--- config.mk ---
export PLATFORM = sky130hd
export DESIGN_NAME = if_id_stage
export DESIGN_NICKNAME = d
export VERILOG_FILES = /design/src/rtl/mips_pkg.sv /design/src/rtl/pc_reg.sv /design/src/rtl/if_id_stage.sv
export SDC_FILE = /design/constraint.sdc
export NUM_CORES = 1
export LEC_CHECK = 0
export BUFFER_PORTS_ARGS = -buffer_cell sky130_fd_sc_hd__buf_2
export CAP_MARGIN = 40
export CORE_UTILIZATION = 40
export CTS_CLUSTER_SIZE = 28
export DETAILED_ROUTE_END_ITERATION = 6
export GPL_TIMING_DRIVEN = 0
export PLACE_DENSITY = 0.64
export RECOVER_POWER = 25
export SYNTH_ARGS = -nofsm -noshare
export SYNTH_HDL_FRONTEND = slang
export SYNTH_SLANG_ARGS = --single-unit
--- constraint.sdc ---
create_clock -name clk_i -period 2.2 [get_ports clk_i]
set_input_delay 0.11 -clock clk_i [delete_from_list [all_inputs] [get_ports clk_i]]
set_output_delay 0.11 -clock clk_i [all_outputs]
set_load 0.02 [all_outputs]
--- src/rtl/mips_pkg.sv ---
// Shared widths, default encodings and helpers for the MIPS pipeline.
package mips_pkg;

  localparam int PC_W    = 32;
  localparam int INSTR_W = 32;

  // sll $0,$0,0 -- the canonical bubble
  localparam logic [INSTR_W-1:0] DEF_NOP_INSTR = 32'h0000_0000;
  localparam logic [PC_W-1:0]    DEF_RESET_PC  = 32'h0000_0000;

  // Clear the byte-offset bits so every fetch address is word aligned.
  function automatic logic [PC_W-1:0] word_align(input logic [PC_W-1:0] addr);
    return addr & ~(PC_W'(3));
  endfunction

endpackage

--- src/rtl/pc_reg.sv ---
// Program counter flip-flop: async active-low reset, load when enabled,
// otherwise holds its value.
module pc_reg
  import mips_pkg::*;
#(
  parameter logic [PC_W-1:0] RESET_PC = DEF_RESET_PC
) (
  input  logic            clk_i,
  input  logic            rst_i,
  input  logic            load_i,
  input  logic [PC_W-1:0] pc_next_i,
  output logic [PC_W-1:0] pc_o
);

  // PC state: reset to the aligned boot address, load on enable, else hold
  always_ff @(posedge clk_i or negedge rst_i) begin
    if (!rst_i) begin
      pc_o <= word_align(RESET_PC);
    end else if (load_i) begin
      pc_o <= pc_next_i;
    end
  end

endmodule

--- src/rtl/if_id_stage.sv ---
// Instruction fetch plus IF/ID pipeline register. Selects the next PC
// (redirect > stall > sequential), drives the instruction-memory address
// and registers each fetched word with its PC+4 for decode.
module if_id_stage
  import mips_pkg::*;
#(
  parameter logic [PC_W-1:0]    RESET_PC  = DEF_RESET_PC,
  parameter logic [INSTR_W-1:0] NOP_INSTR = DEF_NOP_INSTR
) (
  input  logic               clk_i,
  input  logic               rst_i,
  input  logic               stall_i,
  input  logic               redirect_i,
  input  logic [PC_W-1:0]    redirect_pc_i,
  output logic [PC_W-1:0]    imem_addr_o,
  input  logic [INSTR_W-1:0] imem_data_i,
  output logic [INSTR_W-1:0] instr_o,
  output logic [PC_W-1:0]    pc_plus4_o,
  output logic               valid_o
);

  // ---- stage p0: fetch (PC register, next-PC select) ----
  logic [PC_W-1:0] pc_p0;
  logic [PC_W-1:0] pc_plus4_p0;
  logic [PC_W-1:0] pc_next_p0;
  logic            pc_load_p0;

  // Sequential successor; the adder wraps naturally at 2^32.
  assign pc_plus4_p0 = pc_p0 + PC_W'(4);

  // A redirect overrides a stall: a stall on a wrong-path fetch is moot.
  assign pc_load_p0 = redirect_i | ~stall_i;

  // Next-PC mux: redirect target (word aligned) or sequential PC+4
  always_comb begin
    pc_next_p0 = pc_plus4_p0;
    if (redirect_i) begin
      pc_next_p0 = word_align(redirect_pc_i);
    end
  end

  pc_reg #(
    .RESET_PC (RESET_PC)
  ) u_pc_reg (
    .clk_i     (clk_i),
    .rst_i     (rst_i),
    .load_i    (pc_load_p0),
    .pc_next_i (pc_next_p0),
    .pc_o      (pc_p0)
  );

  assign imem_addr_o = pc_p0;

  // ---- stage p1: IF/ID register ----
  logic [INSTR_W-1:0] instr_p1;
  logic [PC_W-1:0]    pc_plus4_p1;
  logic               vld_p1;

  // IF/ID capture: redirect inserts a bubble, stall freezes, else capture fetch
  always_ff @(posedge clk_i or negedge rst_i) begin
    if (!rst_i) begin
      instr_p1    <= NOP_INSTR;
      pc_plus4_p1 <= '0;
      vld_p1      <= 1'b0;
    end else if (redirect_i) begin
      instr_p1    <= NOP_INSTR;
      pc_plus4_p1 <= '0;
      vld_p1      <= 1'b0;
    end else if (!stall_i) begin
      instr_p1    <= imem_data_i;
      pc_plus4_p1 <= pc_plus4_p0;
      vld_p1      <= 1'b1;
    end
  end

  assign instr_o    = instr_p1;
  assign pc_plus4_o = pc_plus4_p1;
  assign valid_o    = vld_p1;

endmodule

==> parameters.txt, run 1 <==
Parameter                              Value

STA
  Count of endpoints failing hold in the final timing report ... 0
  Part of the cycle the worst path needs ... 0.967
  Max-slew headroom at the worst pin ... 0.191
  Fin crit period ... 2.13 ns
  Count of final setup violators ... 0
  Tightest Pin Transition ... 1.21 ns
  Clock Skews ... around 0.01 ns
  Max-slew violation count ... 0
  Worst Hold Slack ... 0.00494 ns
  Final worst setup slack ... 0.0720 ns
  Fmax ... 470 MHz

Power
  Switching power ... 1.38 mW
  Cell internal power dissipation ... approximately 3.2 mW
  Power density over the cells ... 700 mW/mm^2
  Power share of the sequential group ... 0.433
  Logic pwr share ... 0.198
  Design Power ... 4.63 mW
  Pleak ... 2.95 nW
  Net switching fraction of the power ... 0.299
  Part of the total power dissipated in the clock network ... 0.369
  VDD IR max ... 0.404 mV

Critical path
  Critical path capture point type ... register
  Sort of element at the start of the critical path ... register
  Largest incremental delay on the critical path ... between 0.5 and 0.6 ns
  Worst setup path category ... reg -> reg
  CP cell instances ... buf_6 -> nand4_4 -> or4_4 -> or4_1 -> a311oi_2
  CP Data Arrival Time ... 2.38 ns
  Slowest stage cell, crit path ... sky130_fd_sc_hd__or4_4
  Maximum fanout along the worst path ... 8
  Required @ worst endpoint ... 2.45 ns

Drt
  Iteration count of the initial detailed-routing pass ... 7
  Detail-routed via count per cell ... 5.60
  Starting DRT DRC Count ... 316
  Post-DR wirelength/cell ... 17.6 um
  Remaining antenna violation count after routing ... 0
  Drc violations ... 14
  Aggregate routed wire length ... about 15000 um
  Total number of vias ... 4814

Min path
  Classification of the worst-slack hold path ... in -> reg

Synthesis
  Main synth FF type ... sky130_fd_sc_hd__dfrtp_1
  Number of flops mapped to enable cells by yosys ... 0
  Cell area after synthesis ... 0.00485 mm^2
  Top post-synthesis cells by area ... sky130_fd_sc_hd__dfrtp_1, sky130_fd_sc_hd__mux2i_1, sky130_fd_sc_hd__nor2_1
  Synthesis warning total ... 0
  Mean instance size in the synthesized netlist ... 9.65 um^2
  Async set-or-reset flop fraction in the synthesized netlist ... 1.00
  Distinct cell type count of the synthesized netlist ... 49
  Proportion of netlist area held by the largest area contributor ... 0.485
  Total of flip-flops plus latches after synthesis ... between 90 and 100
  Post-Syn Instances ... 503
  Sequential element share of the synthesized area ... 0.485
  Largest area contributor in the synthesized netlist ... sky130_fd_sc_hd__dfrtp_1

Place
  Routability-driven placement congestion ratio ... slightly above 0.8
  Number of input and output port buffers inserted ... between 150 and 200
  DP Worst Slack ... -0.256 ns
  HPWL after detailed placement ... 10600 um
  Number of instances in the placed design ... ~800

CTS
  Buffer levels on the longest clock path ... 2
  CTS tree ... done
  Insertion delay to the later sink of the worst-skew pair ... 0.35 ns
  Root Driver ... sky130_fd_sc_hd__clkbuf_16
  Reg clk slew, reported paths ... 0.07 ns
  TritonCTS Buffers ... 9
  Clock sink total ... 94
  Depth of the CTS H-tree ... 3

Global route
  Total congestion overflow ... 0
  Aggregate global-route resource usage ... 0.248
  Largest net degree at the start of global routing ... 50
  Global-route wire length before repair ... ~24000 um
  Number of global-route vias before repair ... 4789
  Number of antenna violations at the first check in global routing ... 1

Die
  Height of the chip ... ~110 um
  Width of the die ... 112 um
  Die ar. ... 0.0126 mm^2
  Initial core utilization ... 0.418
  Count of standard-cell rows ... 39
  Placeable core area ... 0.0116 mm^2
  Top-level port count ... roughly 170

Status
  Failing checks ... design-rule violations
  Run status ... finished, violations left

Cells and area
  Leading cell type in the layout, fill and taps excluded ... sky130_fd_sc_hd__buf_2
  Final nets ... 780
  Number of standard cells in the final layout excluding fillers ... 860
  Commonest cells after routing, fill and taps aside ... sky130_fd_sc_hd__buf_2, sky130_fd_sc_hd__dfrtp_1, sky130_fd_sc_hd__nor2_1, sky130_fd_sc_hd__clkbuf_1, sky130_fd_sc_hd__mux2i_1
  Area delta synth->final ... 36.1%
  Final core area utilization ... 0.569
  Ratio of cells with drive above 1 in the final layout ... 0.281

Flow run
  Count of max-cap constraint violations ... 0
-- cells by family (layout without fill, tap and decap cells) --
kind of cell	after synthesis	after routing	share of synthesized area
xor gates and xnor gates	24	24	0.0433
adders and majority gates	1	1	0.00258
other	1	3	0.000772
and+or+nand+nor	203	203	0.219
muxes	32	32	0.0660
DFF	94	94	0.485
buffers and inverters	52	264	0.0467
AOI/OAI and AO/OA	96	96	0.137
-- what timing repair did --
item | CTS | global route
endpoints found under the setup margin | 12 | 20
setup buffers | 2 | 9
pin swaps | 0 | 4
gates resized for setup | 5 | 22
hold buffers | 29 | 0
endpoints found under the hold margin | 73 | 0
-- metal layers --
| metal | wire, um | vias up | track usage |
|---|---|---|---|
| li1 | - | 2262 | - |
| met1 | 6340 | 2327 | 0.313 |
| met2 | 7340 | 198 | 0.411 |
| met3 | 1140 | 27 | 0.0545 |
| met4 | 365 | 0 | 0.108 |
| met5 | 0 | - | 0 |
-- metrics by stage --
step	setup TNS, ns	area [um^2]
after detailed placement	-3.34	5870
after floorplan	0	4860
after global placement	-2.15	5840
after CTS	-0.0117	6520
final	0	6610
after global routing	-0.0190	6600
-- flip-flops by register name, summed over array words and instances, names as in the netlist --
register,cells
valid_o,1
u_pc_reg.pc_o,30
pc_plus4_o,31
instr_o,32
-- layout make-up --
cell class	count	area [um^2]
antenna	1	2.50
buffer	40	198
clock buffer	10	239
clock inverter	6	85.1
fill	1054	5010
inverter	7	26.3
multi-input combinational	358	2340
sequential	94	2360
tap	143	179
timing repair buffer	201	1170
-- power by group through the flow --
| stage | sequential [mW] | clock, mW | combinational [mW] |
|---|---|---|---|
| 6_report | 2.00 | 1.71 | 0.917 |
| 2_1_floorplan | 2.16 | 0 | 0.350 |
| 4_1_cts | 1.99 | 1.74 | 0.909 |
| 3_3_place_gp | 2.01 | 0 | 0.833 |
| 3_5_place_dp | 2.02 | 0 | 0.852 |
| 5_1_grt | 2.02 | 1.79 | 1.00 |
-- final timing paths --
path	from	endpoint	slack, ns	depth (start not counted)
worst max-delay path	u_pc_reg.pc_o[4]$_DFFE_PN0N_	pc_plus4_o[31]$_DFFE_PN0N_	0.07	5
worst min-delay path	redirect_pc_i[13]	u_pc_reg.pc_o[13]$_DFFE_PN0N_	0.005	3
worst max register to register	u_pc_reg.pc_o[4]$_DFFE_PN0N_	pc_plus4_o[31]$_DFFE_PN0N_	0.07	5
worst min register to register	valid_o$_DFFE_PN0N_	valid_o$_DFFE_PN0N_	0.48	1
max in group asynchronous	rst_i	u_pc_reg.pc_o[20]$_DFFE_PN0N_	0.82	3
min in group asynchronous	rst_i	pc_plus4_o[14]$_DFFE_PN0N_	0.54	2
-- critical path, delay by kind of cell, from the launching register on --
family,cells,cell delay [ns]
buffers and inverters,1,0.16
DFF,1,0.37
AOI/OAI and AO/OA,1,0.25
and+or+nand+nor,3,1.25
-- Yosys cell counts (2+ instances only) --
master,n
sky130_fd_sc_hd__xnor2_1,16
sky130_fd_sc_hd__a21oi_1,7
sky130_fd_sc_hd__or3_1,13
sky130_fd_sc_hd__a22oi_1,2
sky130_fd_sc_hd__or4b_2,3
sky130_fd_sc_hd__xor2_1,8
sky130_fd_sc_hd__nand2_1,31
sky130_fd_sc_hd__inv_1,7
sky130_fd_sc_hd__a311o_1,2
sky130_fd_sc_hd__buf_1,7
sky130_fd_sc_hd__o211ai_1,3
sky130_fd_sc_hd__a211oi_1,8
sky130_fd_sc_hd__a311oi_1,12
sky130_fd_sc_hd__nor2b_1,4
sky130_fd_sc_hd__a31oi_1,11
sky130_fd_sc_hd__nor3_1,7
sky130_fd_sc_hd__o2111a_1,3
sky130_fd_sc_hd__and4_1,5
sky130_fd_sc_hd__dfrtp_1,94
sky130_fd_sc_hd__o31ai_1,17
sky130_fd_sc_hd__clkbuf_1,28
sky130_fd_sc_hd__nand3_1,17
sky130_fd_sc_hd__o21ai_0,25
sky130_fd_sc_hd__nand4_1,9
sky130_fd_sc_hd__nor4_1,8
sky130_fd_sc_hd__and3_1,3
sky130_fd_sc_hd__nor2_1,75
sky130_fd_sc_hd__buf_2,4
sky130_fd_sc_hd__buf_4,5
sky130_fd_sc_hd__nand4b_1,2
sky130_fd_sc_hd__mux2i_1,32
sky130_fd_sc_hd__or4_1,18
(Power assumes the default switching activity.)
==> inputs of run 2 (changes only) <==
--- a/config.mk
+++ b/config.mk
@@ -11,7 +11,7 @@
 export CTS_CLUSTER_SIZE = 28
 export DETAILED_ROUTE_END_ITERATION = 6
 export GPL_TIMING_DRIVEN = 0
-export PLACE_DENSITY = 0.64
+export PLACE_DENSITY = 0.68
 export RECOVER_POWER = 25
 export SYNTH_ARGS = -nofsm -noshare
 export SYNTH_HDL_FRONTEND = slang
==> run 2 against run 1 <==
The flow still finishes with violations (design-rule violations). Combinational power shrank 3.1%. Clock power is 14% lower. Global-route usage shrank 0.56 points. Cell count shrank 1.7%.
==> parameters.txt, run 2 (same netlist as run 1, synthesis figures left out) <==
Parameter                              Value

CTS
  TritonCTS Buffers ... 9 (unchanged)
  Depth of the CTS H-tree ... 3 (unchanged)
  Reg clk slew, reported paths ... 0.07 ns (about the same)
  Clock sink total ... 94 (unchanged)
  Insertion delay to the later sink of the worst-skew pair ... 0.35 ns (about the same)
  Buffer levels on the longest clock path ... 2 (unchanged)
  CTS tree ... done (unchanged)
  Root Driver ... sky130_fd_sc_hd__clkbuf_16 (unchanged)

Drt
  Total number of vias ... 4755 (was 4814)
  Post-DR wirelength/cell ... 17.5 um (was 17.6 um)
  Iteration count of the initial detailed-routing pass ... 6 (was 7)
  Aggregate routed wire length ... 14800 um (was 15200 um)
  Remaining antenna violation count after routing ... 0 (unchanged)
  Detail-routed via count per cell ... 5.63 (was 5.60)
  Drc violations ... 9 (was 14)
  Starting DRT DRC Count ... 260 (was 316)

Global route
  Largest net degree at the start of global routing ... 64 (was 50)
  Total congestion overflow ... 0 (unchanged)
  Aggregate global-route resource usage ... 0.242 (was 0.248)
  Number of antenna violations at the first check in global routing ... 0 (was 1)
  Global-route wire length before repair ... 23900 um (was 24400 um)
  Number of global-route vias before repair ... 4701 (was 4789)

Min path
  Launch instance of the worst min-delay path ... imem_data_i[17] (was redirect_pc_i[13])
  Worst hold stages ... 3 (unchanged)
  Destination of the worst hold path ... instr_o[17]$_DFFE_PN0N_ (was u_pc_reg.pc_o[13]$_DFFE_PN0N_)
  Classification of the worst-slack hold path ... in -> reg (unchanged)

Critical path
  Maximum fanout along the worst path ... 8 (unchanged)
  Critical path capture point type ... register (unchanged)
  Sort of element at the start of the critical path ... register (unchanged)
  Register-to-Register Path Depth ... 5 (unchanged)
  Worst setup path category ... reg -> reg (unchanged)
  CP Data Arrival Time ... 2.40 ns (was 2.38 ns)
  Largest incremental delay on the critical path ... 0.58 ns (was 0.59 ns)
  Worst reg2reg path endpoint ... pc_plus4_o[31]$_DFFE_PN0N_ (unchanged)
  Required @ worst endpoint ... 2.45 ns (about the same)
  Slowest stage cell, crit path ... sky130_fd_sc_hd__or4_4 (unchanged)
  R2R Path Start ... u_pc_reg.pc_o[4]$_DFFE_PN0N_ (unchanged)
  Register-to-Register Setup Slack ... 0.05 ns (was 0.07 ns)
  CP cell instances ... buf_4 -> nand4_4 -> or4_4 -> or4_1 -> a311oi_2 (was buf_6 -> nand4_4 -> or4_4 -> or4_1 -> a311oi_2)

Cells and area
  Area delta synth->final ... 31.7% (was 36.1%)
  Filler Cells Inserted ... 1086 (was 1054)
  Ratio of cells with drive above 1 in the final layout ... 0.264 (was 0.281)
  Commonest cells after routing, fill and taps aside ... sky130_fd_sc_hd__buf_2, sky130_fd_sc_hd__dfrtp_1, sky130_fd_sc_hd__nor2_1, sky130_fd_sc_hd__clkbuf_1, sky130_fd_sc_hd__mux2i_1 (unchanged)
  Number of inserted diodes ... 0 (was 1)
  Leading cell type in the layout, fill and taps excluded ... sky130_fd_sc_hd__buf_2 (unchanged)
  Register area ... 0.00236 mm^2 (about the same)
  Layout Cell Area excl Fill ... 0.00639 mm^2 (was 0.00661 mm^2)
  Final nets ... 767 (was 780)
  Max FFs per register ... 32 (unchanged)
  Multi-input gate area ... 0.00234 mm^2 (about the same)

STA
  Count of endpoints failing hold in the final timing report ... 0 (unchanged)
  Max-slew headroom at the worst pin ... 0.439 (was 0.191)
  Count of final setup violators ... 0 (unchanged)
  Fin crit period ... 2.15 ns (was 2.13 ns)
  Tightest Pin Transition ... 0.841 ns (was 1.21 ns)
  Max-slew violation count ... 0 (unchanged)
  Part of the cycle the worst path needs ... 0.977 (was 0.967)
  Fmax ... 465 MHz (was 470 MHz)
  Clock Skews ... 0.00816 ns (was 0.00974 ns)

Power
  Net switching fraction of the power ... 0.307 (was 0.299)
  Logic pwr share ... 0.204 (was 0.198)
  Pleak ... 2.85 nW (was 2.95 nW)
  Design Power ... 4.36 mW (was 4.63 mW)
  Part of the total power dissipated in the clock network ... 0.337 (was 0.369)
  Switching power ... 1.34 mW (was 1.38 mW)
  Power share of the sequential group ... 0.459 (was 0.433)
  VDD IR max ... 0.360 mV (was 0.404 mV)
  Power density over the cells ... 682 mW/mm^2 (was 700 mW/mm^2)
  Cell internal power dissipation ... 3.02 mW (was 3.24 mW)

Die
  Count of standard-cell rows ... 39 (unchanged)
  Height of the chip ... 112 um (unchanged)
  Placeable core area ... 0.0116 mm^2 (unchanged)
  Width of the die ... 112 um (unchanged)
  Top-level port count ... 165 (unchanged)
  Initial core utilization ... 0.418 (unchanged)
  Die ar. ... 0.0126 mm^2 (unchanged)

Status
  Failing checks ... design-rule violations (unchanged)
  Run status ... finished, violations left (unchanged)

Place
  Routability-driven placement congestion ratio ... 0.868 (was 0.830)
  Number of input and output port buffers inserted ... 160 (unchanged)
  Cell area after placement ... 0.00587 mm^2 (unchanged)
  HPWL after detailed placement ... 10600 um (about the same)

Flow run
  Count of max-cap constraint violations ... 0 (unchanged)
[run 2: cell count changes in the layout (fill, tap and decap cells not counted), moves of 4 or more]
cell	change
sky130_fd_sc_hd__dlygate4sd3_1	-11
sky130_fd_sc_hd__clkbuf_1	+8
sky130_fd_sc_hd__dfrtp_1	+4
sky130_fd_sc_hd__dfrtp_2	-4
[run 2: per-layer routing]
| metal | track usage | part of all wire | vias to the layer above | routed length (um) |
|---|---|---|---|---|
| met5 | 0 | 0 | - | 0 |
| met4 | 0.106 | 0.018 | 0 | 263 |
| met3 | 0.0497 | 0.067 | 22 | 995 |
| met2 | 0.405 | 0.49 | 191 | 7240 |
| met1 | 0.305 | 0.42 | 2314 | 6260 |
| li1 | - | - | 2228 | - |
[run 2: critical path: cells and delay by family (launching register included)]
| family | cells | cell delay, ns |
|---|---|---|
| flip-flops | 1 | 0.36 |
| AND/OR/NAND/NOR | 3 | 1.24 |
| buffers and inverters | 1 | 0.19 |
| AO/OA/AOI/OAI | 1 | 0.27 |
[run 2: power by group through the flow]
stage	sequential [mW]	combinational [mW]	clock, mW
after detailed placement	2.02	0.853	0
after CTS	1.99	0.886	1.48
after global routing	2.02	0.970	1.56
after floorplan	2.16	0.350	0
after global placement	2.01	0.831	0
final	2.00	0.889	1.47
[run 2: layout make-up]
cell class                 instances  area share
sequential                        94       0.369
multi-input combinational        358       0.365
timing repair buffer             188       0.163
clock buffer                      14      0.0413
buffer                            40      0.0290
tap                              143      0.0280
inverter                           7     0.00411
clock inverter                     1    0.000783
[run 2: worst max-delay path by stage]
stage	startpoint	endpoint	slack, ns	cells past startpoint
after floorplan	u_pc_reg.pc_o[2]$_DFFE_PN0N_	pc_plus4_o[30]$_DFFE_PN0N_	0.03	6
after global placement	u_pc_reg.pc_o[2]$_DFFE_PN0N_	pc_plus4_o[30]$_DFFE_PN0N_	-0.20	6
after detailed placement	u_pc_reg.pc_o[2]$_DFFE_PN0N_	pc_plus4_o[22]$_DFFE_PN0N_	-0.25	6
after CTS	u_pc_reg.pc_o[2]$_DFFE_PN0N_	pc_plus4_o[30]$_DFFE_PN0N_	0.002	5
after global routing	u_pc_reg.pc_o[23]$_DFFE_PN0N_	pc_plus4_o[30]$_DFFE_PN0N_	-0.02	4
final	u_pc_reg.pc_o[4]$_DFFE_PN0N_	pc_plus4_o[31]$_DFFE_PN0N_	0.05	5
[run 2: through the flow]
| stage | hold WS (ns) | setup WS [ns] | cells | TNS, ns | utilization |
|---|---|---|---|---|---|
| global placement | 0.321 | -0.197 | 807 | -1.72 | 0.503 |
| detailed placement | 0.0814 | -0.246 | 808 | -2.19 | 0.505 |
| global route | 0.0168 | -0.0176 | 845 | -0.0176 | 0.551 |
| finish | 0.00192 | 0.0506 | 845 | 0 | 0.551 |
| floorplan | -0.186 | 0.0256 | 504 | 0 | - |
| CTS | 0.000232 | 0.00227 | 840 | 0 | 0.547 |
[run 2: what timing repair did]
action | 4_1_cts | 5_1_grt
buffers inserted | 1 | 8
endpoints found under the hold margin | 48 | 0
gates resized for setup | 6 | 11
endpoints found under the setup margin | 13 | 22
pin swaps | 1 | 3
hold buffers | 18 | 0
